$ cat src/rtl/mdu_pkg.sv
// rtl/mdu_pkg.sv - shared op/state encodings and widths for the HI/LO multiply/divide unit
package mdu_pkg;

  localparam int MDU_DATA_W = 32;
  localparam int MDU_CNT_W  = 5;

  typedef enum logic [2:0] {
    MDU_OP_MULT  = 3'b000,
    MDU_OP_MULTU = 3'b001,
    MDU_OP_DIV   = 3'b010,
    MDU_OP_DIVU  = 3'b011,
    MDU_OP_MTHI  = 3'b100,
    MDU_OP_MTLO  = 3'b101
  } mdu_op_e;

  typedef enum logic [1:0] {
    ST_IDLE = 2'd0,
    ST_RUN  = 2'd1,
    ST_FIX  = 2'd2
  } mdu_state_e;

endpackage

$ cat src/rtl/mdu_signfix.sv
// rtl/mdu_signfix.sv - conditional two's-complement negate, used for operand abs() and result sign fix
module mdu_signfix #(
  parameter int W = 32
) (
  input  logic [W-1:0] value,
  input  logic         neg,
  output logic [W-1:0] result
);

  assign result = neg ? (~value + W'(1)) : value;

endmodule

$ cat src/rtl/mult_div_unit.sv
// rtl/mult_div_unit.sv - iterative radix-2 shift-add multiply / restoring divide with HI/LO registers
module mult_div_unit
  import mdu_pkg::*;
#(
  parameter int DATA_W = MDU_DATA_W,
  parameter int CNT_W  = MDU_CNT_W
) (
  input  logic              MDU_clk,
  input  logic              MDU_rst_n,
  input  logic              MDU_start,
  input  logic [2:0]        MDU_op,
  input  logic [DATA_W-1:0] MDU_rs,
  input  logic [DATA_W-1:0] MDU_rt,
  output logic              MDU_busy,
  output logic              MDU_done,
  output logic              MDU_dz,
  output logic [DATA_W-1:0] MDU_hi,
  output logic [DATA_W-1:0] MDU_lo
);

  localparam int ACC_W = 2 * DATA_W;

  mdu_state_e        state;
  logic [CNT_W-1:0]  cnt;
  logic [ACC_W-1:0]  acc;
  logic [DATA_W-1:0] a_mag;
  logic [DATA_W-1:0] b_mag;
  logic              is_div;
  logic              neg_q;
  logic              neg_r;

  logic              op_arith;
  logic              op_signed;
  logic              op_is_div;
  logic              rs_neg;
  logic              rt_neg;
  logic [DATA_W-1:0] rs_mag;
  logic [DATA_W-1:0] rt_mag;

  assign op_arith  = ~MDU_op[2];
  assign op_signed = ~MDU_op[0];
  assign op_is_div = MDU_op[1];
  assign rs_neg    = op_signed & MDU_rs[DATA_W-1];
  assign rt_neg    = op_signed & MDU_rt[DATA_W-1];

  mdu_signfix #(.W(DATA_W)) u_abs_rs (.value(MDU_rs), .neg(rs_neg), .result(rs_mag));
  mdu_signfix #(.W(DATA_W)) u_abs_rt (.value(MDU_rt), .neg(rt_neg), .result(rt_mag));

  // Multiply keeps the multiplier in the low half and shifts right; divide shifts
  // the dividend left through the remainder half, inserting quotient bits at bit 0.
  logic [DATA_W:0]   mul_sum;
  logic [DATA_W+1:0] div_diff;
  logic [ACC_W-1:0]  acc_next;

  always_comb begin
    mul_sum  = {1'b0, acc[ACC_W-1:DATA_W]} + (acc[0] ? {1'b0, a_mag} : {(DATA_W+1){1'b0}});
    div_diff = {1'b0, acc[ACC_W-1:DATA_W-1]} - {2'b00, b_mag};
    acc_next = acc;
    if (is_div) begin
      if (!div_diff[DATA_W+1]) begin
        acc_next = {div_diff[DATA_W-1:0], acc[DATA_W-2:0], 1'b1};
      end else begin
        acc_next = {acc[ACC_W-2:0], 1'b0};
      end
    end else begin
      acc_next = {mul_sum, acc[DATA_W-1:1]};
    end
  end

  logic [ACC_W-1:0]  prod_fix;
  logic [DATA_W-1:0] quo_fix;
  logic [DATA_W-1:0] rem_fix;
  logic              div_zero;

  mdu_signfix #(.W(ACC_W))  u_fix_prod (.value(acc),                    .neg(neg_q), .result(prod_fix));
  mdu_signfix #(.W(DATA_W)) u_fix_quo  (.value(acc[DATA_W-1:0]),        .neg(neg_q), .result(quo_fix));
  mdu_signfix #(.W(DATA_W)) u_fix_rem  (.value(acc[ACC_W-1:DATA_W]),    .neg(neg_r), .result(rem_fix));

  // With a zero divisor every trial subtract succeeds, so the remainder half ends
  // holding |rs|; after the dividend-sign fix that is rs itself.
  assign div_zero = is_div & (b_mag == '0);

  always_ff @(posedge MDU_clk or negedge MDU_rst_n) begin
    if (!MDU_rst_n) begin
      state    <= ST_IDLE;
      cnt      <= '0;
      acc      <= '0;
      a_mag    <= '0;
      b_mag    <= '0;
      is_div   <= 1'b0;
      neg_q    <= 1'b0;
      neg_r    <= 1'b0;
      MDU_busy <= 1'b0;
      MDU_done <= 1'b0;
      MDU_dz   <= 1'b0;
      MDU_hi   <= '0;
      MDU_lo   <= '0;
    end else begin
      MDU_done <= 1'b0;
      MDU_dz   <= 1'b0;
      case (state)
        ST_IDLE: begin
          if (MDU_start) begin
            if (op_arith) begin
              a_mag    <= rs_mag;
              b_mag    <= rt_mag;
              is_div   <= op_is_div;
              neg_q    <= rs_neg ^ rt_neg;
              neg_r    <= rs_neg;
              acc      <= op_is_div ? {{DATA_W{1'b0}}, rs_mag} : {{DATA_W{1'b0}}, rt_mag};
              cnt      <= CNT_W'(DATA_W - 1);
              MDU_busy <= 1'b1;
              state    <= ST_RUN;
            end else if (MDU_op == MDU_OP_MTHI) begin
              MDU_hi <= MDU_rs;
            end else if (MDU_op == MDU_OP_MTLO) begin
              MDU_lo <= MDU_rs;
            end
          end
        end
        ST_RUN: begin
          acc <= acc_next;
          cnt <= cnt - CNT_W'(1);
          if (cnt == '0) begin
            state <= ST_FIX;
          end
        end
        ST_FIX: begin
          if (is_div) begin
            MDU_hi <= rem_fix;
            MDU_lo <= div_zero ? {DATA_W{1'b1}} : quo_fix;
          end else begin
            {MDU_hi, MDU_lo} <= prod_fix;
          end
          MDU_done <= 1'b1;
          MDU_dz   <= div_zero;
          MDU_busy <= 1'b0;
          state    <= ST_IDLE;
        end
        default: state <= ST_IDLE;
      endcase
    end
  end

endmodule
$ cat config.mk
export PLATFORM = sky130hd
export DESIGN_NAME = mult_div_unit
export DESIGN_NICKNAME = d
export VERILOG_FILES = /design/src/rtl/mdu_pkg.sv /design/src/rtl/mdu_signfix.sv /design/src/rtl/mult_div_unit.sv
export SDC_FILE = /design/constraint.sdc
export NUM_CORES = 1
export LEC_CHECK = 0
export ABC_AREA = 0
export BUFFER_PORTS_ARGS = -buffer_cell sky130_fd_sc_hd__clkbuf_2
export CAP_MARGIN = 20
export CORE_MARGIN = 5
export CORE_UTILIZATION = 30
export CTS_CLUSTER_DIAMETER = 60
export DETAILED_ROUTE_END_ITERATION = 6
export GPL_TIMING_DRIVEN = 0
export PLACE_DENSITY = 0.53
export SLEW_MARGIN = 10
export SYNTH_ARGS = -nofsm -noshare
export SYNTH_HDL_FRONTEND = slang
export SYNTH_SLANG_ARGS = --single-unit
export TNS_END_PERCENT = 100
$ cat constraint.sdc
create_clock -name MDU_clk -period 8.1 [get_ports MDU_clk]
set_input_delay 0.81 -clock MDU_clk [delete_from_list [all_inputs] [get_ports MDU_clk]]
set_output_delay 0.81 -clock MDU_clk [all_outputs]
set_load 0.005 [all_outputs]
## Word level (Yosys, flattened, before mapping)

Cells that the tools add are included.

- $add $sub $neg: 8
- Equal/unequal tests: 11
- Multiplexer cells: 36
- Bitwise operators: 11
- Reductions and logical operators: 11

Operator list:

| cell | number |
|---|---|
| $mux 32 | 16 |
| $mux 64 | 5 |
| $add 32x1->32 const B | 4 |
| $not 32->32 | 4 |
| $pmux 32 s2 | 2 |
| $pmux 64 s2 | 1 |
| $add 64x1->64 const B | 1 |
| $not 64->64 | 1 |
| $sub 33x32->34 | 1 |
| $add 32x32->33 | 1 |
| $logic_not 32->1 | 1 |
| $ne 2x2->1 const B | 7 |
| $reduce_and 3->1 | 4 |
| $mux 5 | 2 |
| $pmux 5 s2 | 1 |
| $eq 3x3->1 const B | 2 |
| $mux 2 | 3 |
| $logic_not 5->1 | 1 |
| $reduce_and 5->1 | 1 |
| $sub 5x1->5 const B | 1 |
| $mux 1 | 4 |
| $pmux 2 s2 | 1 |
| $reduce_and 4->1 | 1 |
| $reduce_bool 2->1 | 2 |
| other kinds (7) | 10 |

- Register bits after elaboration: 205

## Longest topological paths before layout

- Depth after elaboration: 7
- Gate-level depth with buffers: 15
- Gate-level depth less buffers: 13

## By module

From an unflattened synthesis, not the netlist that was laid out.

- Cells, all modules: 2294
- Area, all modules: 18670.4 µm²

By module, submodules not included:

| module | instances | cells each | area each (µm²) | seq. area each (µm²) |
|---|---|---|---|---|
| mult_div_unit | 1 | 1692 | 13913.3 | 5129.9 |
| mdu_signfix (u_abs_rs ...) | 4 | 99 | 777.0 | 0.0 |
| mdu_signfix (u_fix_prod) | 1 | 206 | 1649.1 | 0.0 |

## Worst setup path before layout

Ideal clock, no wire load.

- Path type: register -> register
- Start point: register acc[0]
- End point: register acc[58]
- Data arrival time: 3.018 ns
- Data required time: 7.960 ns
- Path slack: 4.942 ns
- Cell stages (with the launch flop): 15
- Path through: dfrtp_1 clkbuf_1 clkbuf_1 and2_1 ha_1 clkbuf_1 a21o_1 a21o_1 a221oi_1 nor2b_1 o31ai_1 a21oi_1 mux2_2 a221oi_1 o211ai_1

- Longest elaborated chain between the ends: 4

Ends and longest elaborated chain:

| what | RTL line | text |
|---|---|---|
| start: declaration | mult_div_unit.sv:25 | `logic [ACC_W-1:0] acc;` |
| start signal: assignment | mult_div_unit.sv:110 | `acc <= op_is_div ? {{DATA_W{1'b0}}, rs_mag} : {{DATA_W{1'b0}}, rt_mag};` |
| start signal: assignment | mult_div_unit.sv:122 | `acc <= acc_next;` |
| $mux 32 | mult_div_unit.sv:56 | `mul_sum = {1'b0, acc[ACC_W-1:DATA_W]} + (acc[0] ? {1'b0, a_mag} : {(DATA_W+1){1'b0}});` |
| $add 32x32->33 | mult_div_unit.sv:56 |  |
| $mux 64 | mult_div_unit.sv:59 | `if (is_div) begin` |
| $pmux 64 s2 | mult_div_unit.sv:101 | `case (state)` |

No other way between the ends.
A chain may end at the register's enable or synchronous reset.

## Final worst setup path

Ends and elaborated chain as after synthesis.

==> summary.md <==
| Metric | Value |
|---|---|
| Hpwl dp | 54000 µm |
| Max cap viols | 0 |
| CTS tree | yes |
| #FFs+latches synth | 205 |
| Static Leak | 0.00801 µW |
| Chip height | 241 µm |
| Vias per cell | 5.64 |
| Met3 GRT Util | 3.37% |
| Final ANT Viol Nets | 0 |
| Number of hold buffers added after CTS | 0 |
| Design area | 18600 µm² |
| Number of remaining DRC errors | 0 |
| Synth Instances | 2007 |
| Worst endpoint required time | 8530 ps |
| M2 GR Usage | 35.7% |
| IO Pins | 137 |
| Worst setup SP type | flip-flop |
| P&R area growth vs syn | 15.9% |
| TNS Setup | 0 ps |
| First-pass GRT wire length | 98700 µm |
| Num rows | 84 |
| Finish-stage setup viols | 0 |
| RSZ-0062 raised after global routing | false |
| CP cell instances | clkbuf_1 > clkbuf_1 > nand2_1 > inv_1 > ha_1 > a211oi_1 > o21ai_0 > o22a_1 > o21ba_2 > o31ai_1 > a21oi_1 > mux2_2 > a221oi_1 > o211ai_1 |
| Hold Crit Class | in -> async |
| CTS Sinks | 205 |
| Initial Utilization | 30.4% |
| GRT Total Usage | 22.2% |
| Syn Nets | 2149 |
| Total power | 8750 µW |
| Remaining global-route overflow | 0 |
| Crit path DAT | 4790 ps |
| Clock transition at the registers of the reported paths | 60 ps |
| Port bufs | 133 |
| Insertion delay to the later sink of the worst-skew pair | 580 ps |
| Synth cell types | 76 |
| CP max stage cell | clkbuf_1 |
| DR iter-0 viols | 1532 |
| Ys Warns | 0 |
| Initial DRT Pass Iterations | 6 |
| Critical Path End Type | flip-flop |
| Vias in the first global route | 15456 |
| Final GP Congestion | 0.975 |
| Pin count of the biggest net entering global routing | 81 |
| Layout cells sized above 1 | 10.4% |
| Synthesized area | 16000 µm² |
| Clock skew | 13.2 ps |
| R2R Setup Slk | 3740 ps |
| Initial antenna violation count | 1 |
| Max Fclk | 0.229 GHz |
| Most used cell, CP | clkbuf_1 |
| PD cells | 471 nW/µm² |
| Wire length per cell | 23.4 µm |
| Fin nets | 2316 |
| Die width | 241 µm |
| CTS root buf | clkbuf_16 |
| Clk buf depth | 3 |
| Final Hold Vio Count | 0 |
| Cts bufs inserted | 29 |
| Peak VDD IR | 0.205 mV |
| Post-CTS Setup Bufs | 0 |
| # diodes | 0 |
| Finished Layout Cells | 2881 |
| Minimum clock period | 4360 ps |
| Max-slew headroom | 40.0% |
| Run status | finished, final reports clean |
| Worst Setup Path Type | reg -> reg |
| Core ar. | 52800 µm² |
| Post-Route WL | 67300 µm |
| Slew @ Worst Pin | 901 ps |
| Final Max Tran Viols | 0 |
| Register area share after synthesis | 32.0% |
| Fin crit share | 53.8% |
| Global route hottest layer | met2 |
| Post-Syn Area per Cell | 7.99 µm² |
| Post_cts resized | 0 |
| Most used DFF post-synth | dfrtp_1 |
| WHS | 246 ps |
| Worst Path Max Fanout | 10 |
| Number of synthesized flops with an enable pin | 0 |
| Die area | 58200 µm² |
| Inst Count DP | 2830 |
| H-tree depth | 1 |
| Ys async rst share | 100% |
| Grt met1 use | 31.1% |
| Post-DP Area | 17600 µm² |
| Max stage delay on crit path | 620 ps |
| Via count | 16254 |
-- worst max-delay path, delay by kind of cell, from the launching register on --
family	cells	cell delay [ps]
buf+inv	3	1210
simple gates	1	190
fa+ha+maj	1	240
flops	1	320
compound gates	8	1970
mux	1	290
-- sequential cells by signal, summed over array words and instances, names as in the netlist, 2 cells and up --
signal and count:
cnt 5, acc 64, b_mag 32, a_mag 32, state 2, MDU_lo 32
MDU_hi 32
-- per-layer routing --
layer | wire [µm] | vias up | part of all wire, %
met3 | 4570 | 110 | 6.8
li1 | - | 7536 | -
met4 | 2410 | 0 | 3.6
met5 | 0 | - | 0
met1 | 29300 | 7994 | 43
met2 | 31000 | 614 | 46
-- cell type report --
type / instances / area (µm²)
Inverter: 65 / 244
Multi-Input combinational cell: 1613 / 10200
Timing Repair Buffer: 136 / 734
Sequential cell: 205 / 5130
Tap cell: 688 / 861
Buffer: 124 / 475
Clock inverter: 14 / 164
Fill cell: 5623 / 34200
Clock buffer: 36 / 792
-- cell families (layout without fill, tap and decap cells) --
| logic type | after synthesis | after routing | share of synthesized area (%) |
|---|---|---|---|
| buf+inv | 189 | 375 | 4.49 |
| xor+xnor | 171 | 171 | 9.34 |
| simple gates | 691 | 691 | 20.3 |
| mux | 76 | 76 | 4.81 |
| flops | 205 | 205 | 32.0 |
| fa+ha+maj | 72 | 72 | 5.71 |
| compound gates | 603 | 603 | 23.4 |
-- synth_stat cells, types with 20 or more instances --
| cell | number | area (µm²) |
|---|---|---|
| nand3_1 | 65 | 325 |
| ha_1 | 70 | 876 |
| a211oi_1 | 40 | 300 |
| o31ai_1 | 29 | 218 |
| or3_1 | 25 | 156 |
| nor3_1 | 33 | 165 |
| clkbuf_1 | 112 | 420 |
| nor4_1 | 20 | 125 |
| o21ai_0 | 219 | 1100 |
| a21oi_1 | 136 | 681 |
| xor2_1 | 70 | 613 |
| a21o_1 | 32 | 240 |
| nand2_1 | 309 | 1160 |
| nor2_1 | 102 | 383 |
| mux2i_1 | 68 | 681 |
| xnor2_1 | 101 | 885 |
| dfrtp_1 | 205 | 5130 |
| inv_1 | 64 | 240 |
| and2_1 | 40 | 250 |
-- report_power, final --
| part | switching (µW) | internal, µW |
|---|---|---|
| sequential | 623 | 1520 |
| combinational | 3190 | 2120 |
| clock | 511 | 784 |
| total | 4330 | 4430 |
-- worst paths after layout --
| kind | from | to | cells past startpoint |
|---|---|---|---|
| max | acc[0] | acc[58] | 14 |
| min | MDU_rst_n | acc[59] | 1 |
| max reg2reg | acc[0] | acc[58] | 14 |
| min reg2reg | a_mag[28] | a_mag[28] | 2 |
| max in group asynchronous | MDU_rst_n | MDU_lo[14] | 3 |
| min in group MDU_clk | a_mag[28] | a_mag[28] | 2 |
-- layout by cell type, fill, tap and decap left out, types with 29 or more instances in the layout --
cell type	instances
a211oi_1	40
a21o_1	32
a21oi_1	136
and2_1	40
clkbuf_1	115
clkbuf_16	29
clkbuf_2	133
dfrtp_1	205
ha_1	70
inv_1	64
mux2i_1	68
nand2_1	309
nand3_1	65
nor2_1	102
nor3_1	32
o21ai_0	219
o31ai_1	29
xnor2_1	101
xor2_1	70
-- stage by stage --
stage,worst slack (ps),utilization [%]
floorplan,4940,-
global placement,1920,33.3
detailed placement,3850,33.4
CTS,3820,35.2
global route,3440,35.2
finish,3740,35.2
Note: power is estimated with default switching activity, not from simulation.
